--- src/rtl/csi_dphy_lane_seq.sv ---
// CSI-2 D-PHY data-lane sequencer.
// Takes one lane from LP-11 through the HS entry sequence (LP-01, LP-00,
// HS-zero, sync byte), streams payload bytes, then runs HS-trail and
// LP-11 exit before returning to idle.
//
// Ports
//   clk, rst          : rising-edge clock, synchronous active-high reset
//   tx_req            : start a burst (sampled only while idle)
//   in_data/valid/last: payload byte stream; in_ready accepts a byte
//   lp_dp, lp_dn      : LP line levels
//   hs_en, hs_data    : HS driver enable and byte to the serializer
//   busy              : sequencer not idle
//   tx_done           : one-cycle pulse on return to idle after exit
//   underrun          : one-cycle pulse when the payload stream starves
//
// Line outputs (lp_*, hs_en, hs_data) are registered from the current
// state, so they trail the state register by one cycle.  An accepted byte
// therefore appears on hs_data in the cycle after acceptance, together with
// the line levels of the slot it was accepted in, and every payload byte
// gets its own HS slot ahead of the trail fill.  in_ready, busy, tx_done
// and underrun are registered from the state transition.
module csi_dphy_lane_seq #(
  parameter int unsigned P_T_LPX        = 4,
  parameter int unsigned P_T_HS_PREPARE = 3,
  parameter int unsigned P_T_HS_ZERO    = 10,
  parameter int unsigned P_T_HS_TRAIL   = 5,
  parameter int unsigned P_T_HS_EXIT    = 6,
  parameter int unsigned P_CNT_W        = 8
) (
  input  logic       clk,
  input  logic       rst,
  input  logic       tx_req,
  input  logic [7:0] in_data,
  input  logic       in_valid,
  input  logic       in_last,
  output logic       in_ready,
  output logic       lp_dp,
  output logic       lp_dn,
  output logic       hs_en,
  output logic [7:0] hs_data,
  output logic       busy,
  output logic       tx_done,
  output logic       underrun
);

  localparam logic [7:0] SYNC_BYTE = 8'hB8;

  localparam logic [P_CNT_W-1:0] LD_LPX   = P_CNT_W'(P_T_LPX - 1);
  localparam logic [P_CNT_W-1:0] LD_PREP  = P_CNT_W'(P_T_HS_PREPARE - 1);
  localparam logic [P_CNT_W-1:0] LD_ZERO  = P_CNT_W'(P_T_HS_ZERO - 1);
  localparam logic [P_CNT_W-1:0] LD_TRAIL = P_CNT_W'(P_T_HS_TRAIL - 1);
  localparam logic [P_CNT_W-1:0] LD_EXIT  = P_CNT_W'(P_T_HS_EXIT - 1);

  typedef enum logic [2:0] {
    ST_IDLE, ST_LPX, ST_PREP, ST_ZERO, ST_SYNC, ST_PAYLOAD, ST_TRAIL, ST_EXIT
  } state_t;

  state_t             state, state_d;
  logic [P_CNT_W-1:0] cnt, cnt_d;
  logic [7:0]         last_byte, last_byte_d;
  logic [7:0]         fill;
  logic [1:0]         lp_d;
  logic               hs_en_d;
  logic [7:0]         hs_data_d;
  logic               in_ready_d, busy_d, tx_done_d, underrun_d;
  logic               cnt_zero;

  // State, counter and registered outputs.
  always_ff @(posedge clk) begin
    if (rst) begin
      state     <= ST_IDLE;
      cnt       <= '0;
      last_byte <= SYNC_BYTE;
      lp_dp     <= 1'b1;
      lp_dn     <= 1'b1;
      hs_en     <= 1'b0;
      hs_data   <= 8'h00;
      in_ready  <= 1'b0;
      busy      <= 1'b0;
      tx_done   <= 1'b0;
      underrun  <= 1'b0;
    end else begin
      state     <= state_d;
      cnt       <= cnt_d;
      last_byte <= last_byte_d;
      lp_dp     <= lp_d[1];
      lp_dn     <= lp_d[0];
      hs_en     <= hs_en_d;
      hs_data   <= hs_data_d;
      in_ready  <= in_ready_d;
      busy      <= busy_d;
      tx_done   <= tx_done_d;
      underrun  <= underrun_d;
    end
  end

  // Next state, counter reload and per-state line levels.
  always_comb begin
    state_d     = state;
    cnt_d       = cnt;
    last_byte_d = last_byte;
    lp_d        = 2'b11;
    hs_en_d     = 1'b0;
    hs_data_d   = 8'h00;
    underrun_d  = 1'b0;
    cnt_zero    = (cnt == '0);
    // Trail drives the inverse of the last transmitted bit 7.
    fill        = last_byte[7] ? 8'h00 : 8'hFF;

    case (state)
      ST_IDLE: begin
        if (tx_req) begin
          state_d = ST_LPX;
          cnt_d   = LD_LPX;
        end
      end
      ST_LPX: begin
        lp_d = 2'b01;
        if (cnt_zero) begin
          state_d = ST_PREP;
          cnt_d   = LD_PREP;
        end else begin
          cnt_d = cnt - P_CNT_W'(1);
        end
      end
      ST_PREP: begin
        lp_d = 2'b00;
        if (cnt_zero) begin
          state_d = ST_ZERO;
          cnt_d   = LD_ZERO;
        end else begin
          cnt_d = cnt - P_CNT_W'(1);
        end
      end
      ST_ZERO: begin
        lp_d    = 2'b00;
        hs_en_d = 1'b1;
        if (cnt_zero) begin
          state_d = ST_SYNC;
        end else begin
          cnt_d = cnt - P_CNT_W'(1);
        end
      end
      ST_SYNC: begin
        lp_d        = 2'b00;
        hs_en_d     = 1'b1;
        hs_data_d   = SYNC_BYTE;
        last_byte_d = SYNC_BYTE;
        state_d     = ST_PAYLOAD;
      end
      ST_PAYLOAD: begin
        lp_d    = 2'b00;
        hs_en_d = 1'b1;
        if (in_valid) begin
          hs_data_d   = in_data;
          last_byte_d = in_data;
          if (in_last) begin
            state_d = ST_TRAIL;
            cnt_d   = LD_TRAIL;
          end
        end else begin
          // Starved: the empty slot already carries trail fill.
          hs_data_d  = fill;
          underrun_d = 1'b1;
          state_d    = ST_TRAIL;
          cnt_d      = LD_TRAIL;
        end
      end
      ST_TRAIL: begin
        lp_d      = 2'b00;
        hs_en_d   = 1'b1;
        hs_data_d = fill;
        if (cnt_zero) begin
          state_d = ST_EXIT;
          cnt_d   = LD_EXIT;
        end else begin
          cnt_d = cnt - P_CNT_W'(1);
        end
      end
      ST_EXIT: begin
        if (cnt_zero) begin
          state_d = ST_IDLE;
          cnt_d   = '0;
        end else begin
          cnt_d = cnt - P_CNT_W'(1);
        end
      end
      default: begin
        state_d = ST_IDLE;
        cnt_d   = '0;
      end
    endcase

    in_ready_d = (state_d == ST_PAYLOAD);
    busy_d     = (state_d != ST_IDLE);
    tx_done_d  = (state == ST_EXIT) && (state_d == ST_IDLE);
  end

endmodule

--- config.mk ---
export PLATFORM = sky130hd
export DESIGN_NAME = csi_dphy_lane_seq
export DESIGN_NICKNAME = d
export VERILOG_FILES = /design/src/rtl/csi_dphy_lane_seq.sv
export SDC_FILE = /design/constraint.sdc
export NUM_CORES = 1
export LEC_CHECK = 0
export CORE_ASPECT_RATIO = 1.2
export CORE_MARGIN = 1
export CORE_UTILIZATION = 50
export DETAILED_ROUTE_END_ITERATION = 8
export HOLD_SLACK_MARGIN = 0.1
export PLACE_DENSITY = 0.78
export SYNTH_ARGS = -nofsm -noshare
export SYNTH_HDL_FRONTEND = slang
export SYNTH_SLANG_ARGS = --single-unit
--- constraint.sdc ---
create_clock -name clk -period 2.1 [get_ports clk]
set_input_delay 0.42 -clock clk [delete_from_list [all_inputs] [get_ports clk]]
set_output_delay 0.42 -clock clk [all_outputs]
set_load 0.005 [all_outputs]
======== Word-level counts from Yosys, hierarchy flattened ========
Cells that the tools add are included.
word-level totals
  register bits after elaboration ......... 34
  bits of input ports ..................... 13
  word-level logic and storage cells ...... 63
operators by class
  bitwise gates (word level) .............. 1
  add/subtract/negate cells ............... 1
  reductions and logical operators ........ 12
  equal/unequal tests ..................... 12
  mux-type cells .......................... 26
operator list
  operator                                                                count
  8-bit 2-to-1 mux                                                        11
  8-bit one-hot mux with 7 select lines                                   1
  3-bit 2-to-1 mux                                                        8
  3-bit one-hot mux with 8 select lines                                   1
  8-bit one-hot mux with 3 select lines                                   1
  8-bit one-hot mux with 2 select lines                                   1
  3-bit equality test (second input constant)                             5
  8-bit zero test                                                         1
  8-bit by 1-bit subtractor with 8-bit output (second input constant)     1
  7-bit nonzero test                                                      1
  3-bit by 2-bit equality test with 1-bit output (second input constant)  2
  3-bit zero test                                                         2
  2-bit inequality test (second input constant)                           3
  5-bit OR reduction                                                      1
  2-bit one-hot mux with 2 select lines                                   1
  4-bit AND reduction                                                     1
  4-bit OR reduction                                                      1
  3-bit by 1-bit equality test with 1-bit output (second input constant)  1
  3-bit inequality test (second input constant)                           1
  3-bit nonzero test                                                      1
  1-bit 2-to-1 mux                                                        2
  2-bit AND reduction                                                     1
  2-bit nonzero test                                                      1
  2-bit OR reduction                                                      1
  other kinds (2)                                                         2

======== Logic depth before layout (Yosys ltp) ========
Gate-level depths: netlist of the first run.
  word-level depth ........................ 5
  mapped depth ............................ 8
  gate-level depth less buffers ........... 7

======== Least setup slack after synthesis of the first run ========
No wires, ideal clock.
  path kind ............................... register to register
  start point ............................. register cnt[0]
  end point ............................... register cnt[5]
  data arrival time ....................... 1.837 ns
  buffers on the path ..................... 1
  stages on the path, launching flop included .. 9
  slack ................................... 0.143 ns
  setup time .............................. 0.120 ns
  data required time ...................... 1.980 ns
  period minus slack after synthesis ...... 1.957 ns
  path through ............................ dfxtp_1 -> inv_1 -> ha_1 -> or4b_4 -> buf_6 -> o31ai_2 -> a21oi_1 -> and4_4 -> a211o_1
between the ends
  word-level cells in the longest chain between the ends .. 3
  elaborated cells between the ends (all ways) .. 10
  those cells by class .................... 1 x add/sub; 1 x eq/ne; 6 x mux; 2 x reduce/logical
RTL lines
  item                                                                                   RTL line  text
  from (decl)                                                                            59        logic [P_CNT_W-1:0] cnt, cnt_d;
  from (signal assigned)                                                                 84        cnt <= cnt_d;
  8-bit by 1-bit subtractor with 8-bit output / 8-bit zero test (equally long branches)  --
  8-bit 2-to-1 mux, or another cell as far along                                         181       if (cnt_zero) begin
  8-bit one-hot mux with 7 select lines / 4-bit AND reduction (equally long branches)    --
Several ways; a longest one is shown, not always the timed one. The select of a mux whose other input is x is not followed.
A chain may end at the register's enable or synchronous reset.

======== Worst setup path after layout of the first run ========
Same ends and word-level chain as after synthesis.

==> summary.md, run 1 <==
| Metric | Value |
|---|---|
| Place WS | approximately 0.054 ns |
| Final slew viol count | 0 |
| Routed vias | around 1300 |
| N_diodes | 0 |
| Worst EP arrival | 2.26 ns |
| Synth top area share | 0.388 |
| Initial antenna violation count | 0 |
| CP Max Fanout | 6 |
| Worst reg2reg startpoint | cnt[0] |
| Worst setup EP type | register |
| Crit path required time | between 2 and 2.5 ns |
| Maximum vdd drop | approximately 900 uV |
| Commonest non-fill, non-tap cell in the layout | clkdlybuf4s50_1 |
| Global-route wire length before repair | approximately 5.4 mm |
| Width of the die | 50.2 um |
| Rel. slew slack | 0.648 |
| H-tree level count | 1 |
| Syn Nets | about 180 |
| Clock buffer depth | 2 |
| Most frequent cells in the layout | clkdlybuf4s50_1, dfxtp_1, a21oi_1 |
| Final hold slack | 0.515 ns |
| I/O pin cnt | 28 |
| CTS clock-pin slew for the worst setup and hold paths | between 0.1 and 0.15 ns |
| Synth Flop Type | dfxtp_1 |
| Period minus WS final | 2.03 ns |
| Outcome | completed |
| YS warnings | 0 |
| Drt drc | 0 |
| Routed len/inst | approximately 14 um |
| Setup violators final | 0 |
| Layout cell share with drive strength beyond 1 | 0.138 |
| Routability cong. | slightly above 0.9 |
| Critical Path Start Type | register |
| Global route total overflow | 0 |
| CTS sink cnt | 27 |
| Syn_area_per_cell | around 8.3 um^2 |
| Hold Crit Class | register to register |
| Hold-fix buffers at CTS | 0 |
| Initial Util | 0.540 |
| Synth cell types | 45 |
| Pwr per Cell Area | between 1000 and 1500 mW/mm^2 |
| Number of CTS-inserted buffers | 3 |
| Final hold vios | 0 |
| Met1 global-route usage | 0.276 |
| Hold_sp | cnt[6] |
| Routed vias/inst | about 5.7 |
| Synth area leader | dfxtp_1 |
| GRT Max-Usage Layer | met2 |
| Cells after synthesis | 168 |
| Max-cap violations | 0 |
| Final worst slack | 0.0742 ns |
| Post-Layout Cell Count | approximately 240 |
| Die area | roughly 0.003 mm^2 |
| Leakage | 0.667 nW |
| Nets | approximately 220 |
| Register area share after synthesis | 0.388 |
| Fillers | ~240 |
| Vias in the first global route | 1212 |
| Core area | 0.00258 mm^2 |
| Detailed Route WL | 3.26 mm |
| Synth area leaders | dfxtp_1, a21oi_1, nor2_1, nand2b_1, nand2_1 |
| Largest net degree at the start of global routing | 15 |
| WS Path Type | register to register |
| Final antenna-violating net count | 0 |
| Clk_lat worst skew | ~0.33 ns |
| Final period util | 0.965 |
| Post-synthesis instance area | around 0.0014 mm^2 |
| Fmax | around 490 MHz |
| TritonCTS clock tree | done |
| Finished Core Util | 0.696 |
| Critical path launch point | cnt[0] |
| FP Rows | 20 |
| Synth-to-layout area growth | 28.8% |
| Die height | around 60 um |
| Drt pass-1 iters | 4 |
| I/O Buffers | 27 |
| Least-Margin Pin Slew | between 0.5 and 0.6 ns |
| Total placed cells including tap cells | about 230 |
| Iteration-0 DRC Markers | 48 |
| Ys async rst share | 0 |
| Max Clock Skew | about 0.005 ns |
| DP Wirelength | 2.49 mm |
| Total GRT Usage | 0.236 |
| EDFF count, synth | 0 |
| GRT met2 Usage | 0.432 |
| Met3 Use GR | 0.0331 |
| Root Buffer Master | clkbuf_4 |
| Flops & latches, synth | 27 |
Yosys cell counts, types with 3 or more instances:
| master | n |
|---|---|
| a211oi_1 | 4 |
| a21oi_1 | 20 |
| a31oi_1 | 3 |
| clkbuf_1 | 5 |
| dfxtp_1 | 27 |
| inv_1 | 3 |
| nand2_1 | 12 |
| nand2b_1 | 11 |
| nand3b_1 | 3 |
| nor2_1 | 19 |
| nor2b_1 | 3 |
| nor3_1 | 7 |
| o21ai_0 | 7 |
layer usage:
| metal | vias to the layer above | wire [um] |
|---|---|---|
| met1 | 623 | 1420 |
| met5 | - | 0 |
| met4 | 0 | 51 |
| li1 | 674 | - |
| met2 | 31 | 1630 |
| met3 | 6 | 150 |
kinds of logic (layout without fill, tap and decap cells):
kind of cell | after synthesis | after routing | synth area share
buffers and inverters | 14 | 49 | 0.0503
and+or+nand+nor | 67 | 67 | 0.262
adders and majority gates | 2 | 2 | 0.0180
DFF | 27 | 27 | 0.388
xor gates and xnor gates | 3 | 3 | 0.0189
AOI/OAI and AO/OA | 55 | 55 | 0.262
critical path, cell delays in order, from the launching register on:
cell,delay (ns)
dfxtp_2,0.36
inv_1,0.10
ha_1,0.18
or4b_4,0.52
o21ai_1,0.22
a21oi_1,0.12
and4_4,0.20
a211o_1,0.25
flip-flops by register name, summed over array words and instances, names as in the netlist:
register,cells
in_ready,1
last_byte,1
hs_data,8
tx_done,1
hs_en,1
lp_dp,1
busy,1
state,3
cnt,8
underrun,1
lp_dn,1
final timing paths:
check | slack [ns] | cells past startpoint | to
setup reg to reg | 0.07 | 7 | cnt[5]
setup / recovery | 0.07 | 7 | cnt[5]
hold / removal | 0.52 | 1 | cnt[6]
hold reg to reg | 0.52 | 1 | cnt[6]
stage by stage:
step / instance area (um^2) / power (mW) / setup TNS [ns]
after floorplan: 1390 / 1.65 / 0
after global placement: 1760 / 2.02 / 0
after detailed placement: 1760 / 2.06 / 0
after CTS: 1780 / 2.28 / 0
after global routing: 1790 / 2.50 / -0.00773
final: 1790 / 2.33 / 0
layout make-up:
type	instances	area (um^2)	share of cell area
Clock buffer	4	26.3	0.0146
Inverter	3	11.3	0.00628
Multi-Input combinational cell	127	791	0.441
Tap cell	33	41.3	0.0230
Sequential cell	27	542	0.302
Timing Repair Buffer	42	383	0.213
timing repair:
item	4_1_cts	5_1_grt
setup endpoints to repair	0	1
setup buffers	0	0
resized for setup	0	3
report_power, final:
group	internal (mW)	switching (mW)	leakage, nW
clock network	0.0746	0.154	0.0150
logic	0.619	0.749	0.432
registers	0.618	0.116	0.220
total	1.31	1.02	0.667
Power figures use the tool's default switching activity.
==> run 2: changes to the inputs <==
--- a/config.mk
+++ b/config.mk
@@ -7,10 +7,10 @@
 export LEC_CHECK = 0
 export CORE_ASPECT_RATIO = 1.2
 export CORE_MARGIN = 1
-export CORE_UTILIZATION = 50
+export CORE_UTILIZATION = 45
 export DETAILED_ROUTE_END_ITERATION = 8
 export HOLD_SLACK_MARGIN = 0.1
-export PLACE_DENSITY = 0.78
+export PLACE_DENSITY = 0.74
 export SYNTH_ARGS = -nofsm -noshare
 export SYNTH_HDL_FRONTEND = slang
 export SYNTH_SLANG_ARGS = --single-unit
==> constraint.sdc (replaced) <==
create_clock -name clk -period 1.85 [get_ports clk]
set_input_delay 0.37 -clock clk [delete_from_list [all_inputs] [get_ports clk]]
set_output_delay 0.37 -clock clk [all_outputs]
set_load 0.005 [all_outputs]
==> run 2 against run 1 <==
The run now ends with setup timing left. Count of clock-buffer cells in the layout unchanged. Cell count up 8.1%. Sequential cell count unchanged. Non-clock buffer count increased by 18. Global-route usage shrank 0.28 points. Sequential power up 12%. Maximum frequency rose by 8.3%. Core utilization is 0.63 points lower. Combinational power grew 36%. Setup slack got worse by 0.095 ns. Wire length grew 7.0%. Largest cell class unchanged.
==> summary.md, run 2 (synthesis results as in run 1) <==
| Metric | Value |
|---|---|
| Synth-to-layout area growth | 41.9% (was 28.8%) |
| Routability cong. | 0.898 (was 0.925) |
| Die area | 0.00332 mm^2 (was 0.00300 mm^2) |
| Hold-fix buffers at CTS | 0 (unchanged) |
| Layout cell share with drive strength beyond 1 | 0.240 (was 0.138) |
| Leakage | 0.761 nW (was 0.667 nW) |
| CTS sink cnt | 27 (unchanged) |
| Final hold slack | 0.522 ns (was 0.515 ns) |
| Max-cap violations | 0 (unchanged) |
| Most frequent cells in the layout | buf_4, clkdlybuf4s50_1, dfxtp_1 (was clkdlybuf4s50_1, dfxtp_1, a21oi_1) |
| Finished Core Util | 0.690 (was 0.696) |
| H-tree level count | 1 (unchanged) |
| Number of CTS-inserted buffers | 3 (unchanged) |
| Core area | 0.00286 mm^2 (was 0.00258 mm^2) |
| Nets | 237 (was 219) |
| RSZ-0062 raised after global routing | true |
| N_diodes | 0 (unchanged) |
| Final worst slack | -0.0213 ns (was 0.0742 ns) |
| Initial antenna violation count | 0 (unchanged) |
| Fmax | 534 MHz (was 494 MHz) |
| Rel. slew slack | 0.697 (was 0.648) |
| Global-route wire length before repair | 5.89 mm (was 5.38 mm) |
| Drt pass-1 iters | 4 (unchanged) |
| Least-Margin Pin Slew | 0.451 ns (was 0.527 ns) |
| WS Path Type | register to register (unchanged) |
| Maximum vdd drop | 1290 uV (was 887 uV) |
| Max Clock Skew | 0.00262 ns (was 0.00495 ns) |
| Final Power | 2.93 mW (was 2.33 mW) |
| I/O pin cnt | 28 (unchanged) |
| Place WS | -0.116 ns (was 0.0544 ns) |
| Clk_lat worst skew | 0.33 ns (about the same) |
| Routed vias | 1431 (was 1334) |
| Critical Path Start Type | register (unchanged) |
| I/O Buffers | 27 (unchanged) |
| Final slew viol count | 0 (unchanged) |
| Worst setup EP type | register (unchanged) |
| CTS clock-pin slew for the worst setup and hold paths | 0.14 ns (about the same) |
| Vias in the first global route | 1370 (was 1212) |
| Hold Crit Class | register to register (unchanged) |
| Failing checks | setup timing |
| CP Max Fanout | 6 (unchanged) |
| TritonCTS clock tree | done (unchanged) |
| Final period util | 1.01 (was 0.965) |
| Width of the die | 52.8 um (was 50.2 um) |
| Final hold vios | 0 (unchanged) |
| Commonest non-fill, non-tap cell in the layout | buf_4 (was clkdlybuf4s50_1) |
| Iteration-0 DRC Markers | 39 (was 48) |
| FP Rows | 21 (was 20) |
| Routed vias/inst | 5.61 (was 5.65) |
| # Post-CTS Setup Buffers | 0 (unchanged) |
| Clock buffer depth | 2 (unchanged) |
| DP Wirelength | 2.75 mm (was 2.49 mm) |
| Biggest regs | cnt (8), hs_data (8), state (3) (unchanged) |
| Root Buffer Master | clkbuf_4 (unchanged) |
| Fillers | 233 (was 235) |
| Drt drc | 0 (unchanged) |
| Initial Util | 0.486 (was 0.540) |
| Die height | 62.9 um (was 59.8 um) |
| Total GRT Usage | 0.233 (was 0.236) |
| Crit path required time | 2.09 ns (was 2.34 ns) |
| Final antenna-violating net count | 0 (unchanged) |
| Pwr per Cell Area | 1480 mW/mm^2 (was 1300 mW/mm^2) |
| Largest net degree at the start of global routing | 15 (unchanged) |
| Detailed Route WL | 3.48 mm (was 3.26 mm) |
| Period minus WS final | 1.87 ns (was 2.03 ns) |
| Setup violators final | 1 (was 0) |
| Outcome | finished with violations (was completed) |
| Routed len/inst | 13.7 um (was 13.8 um) |
| Worst EP arrival | 2.11 ns (was 2.26 ns) |
| Global route total overflow | 0 (unchanged) |
[run 2: cell type report]
cell class	instances	area, um^2	area share
inverters	3	11.3	0.00570
flip-flops and latches	27	543	0.275
clock buffers	4	26.3	0.0133
well taps	34	42.5	0.0215
repair buffers	60	531	0.269
multi-input cells	127	822	0.416
[run 2: metrics by stage]
stage | area (um^2) | TNS (ns) | instances
2_1_floorplan | 1410 | -0.0682 | 168
3_3_place_gp | 1920 | -0.110 | 251
3_5_place_dp | 1920 | -0.198 | 251
4_1_cts | 1960 | -0.0235 | 255
5_1_grt | 1980 | -0.244 | 255
6_report | 1980 | -0.0213 | 255
[run 2: path summary, 6_finish.rpt]
check | start | end | slack [ns] | depth (start not counted)
worst max-delay path | cnt[1] | cnt[5] | -0.02 | 7
worst min register to register | cnt[6] | cnt[6] | 0.52 | 1
worst min-delay path | cnt[6] | cnt[6] | 0.52 | 1
worst max register to register | cnt[1] | cnt[5] | -0.02 | 7
[run 2: what timing repair did]
| action | in CTS | in global routing |
|---|---|---|
| endpoints found under the setup margin | 3 | 6 |
| cloned | 0 | 0 |
| pin swaps | 3 | 0 |
| resized for setup | 2 | 3 |
[run 2: per-layer routing]
metal	global-route usage	part of all wire
met5	0	0
met3	0.0365	0.049
met2	0.407	0.52
met4	0.0855	0.021
met1	0.277	0.41
[run 2: where the power goes]
part / total (mW) / switching (mW) / leakage [nW] / internal, mW
combinational: 1.86 / 0.944 / 0.526 / 0.912
sequential: 0.818 / 0.116 / 0.220 / 0.703
clock: 0.258 / 0.173 / 0.0150 / 0.0848
total: 2.93 / 1.23 / 0.761 / 1.70
[run 2: worst max-delay path, cell delays in order, from the launching register on]
cell and delay (ns):
dfxtp_2 0.35, inv_2 0.07, ha_4 0.13, or4b_4 0.51
o31ai_2 0.19, a21oi_1 0.11, and4_4 0.17, a211o_1 0.25
==> run 3: changes to the inputs <==
--- a/config.mk
+++ b/config.mk
@@ -5,6 +5,7 @@
 export SDC_FILE = /design/constraint.sdc
 export NUM_CORES = 1
 export LEC_CHECK = 0
+export ABC_CLOCK_PERIOD_IN_PS = 1850
 export CORE_ASPECT_RATIO = 1.2
 export CORE_MARGIN = 1
 export CORE_UTILIZATION = 45
==> results of run 3 <==
Same layout as run 2: the final DEF is identical, and so are final timing and power.
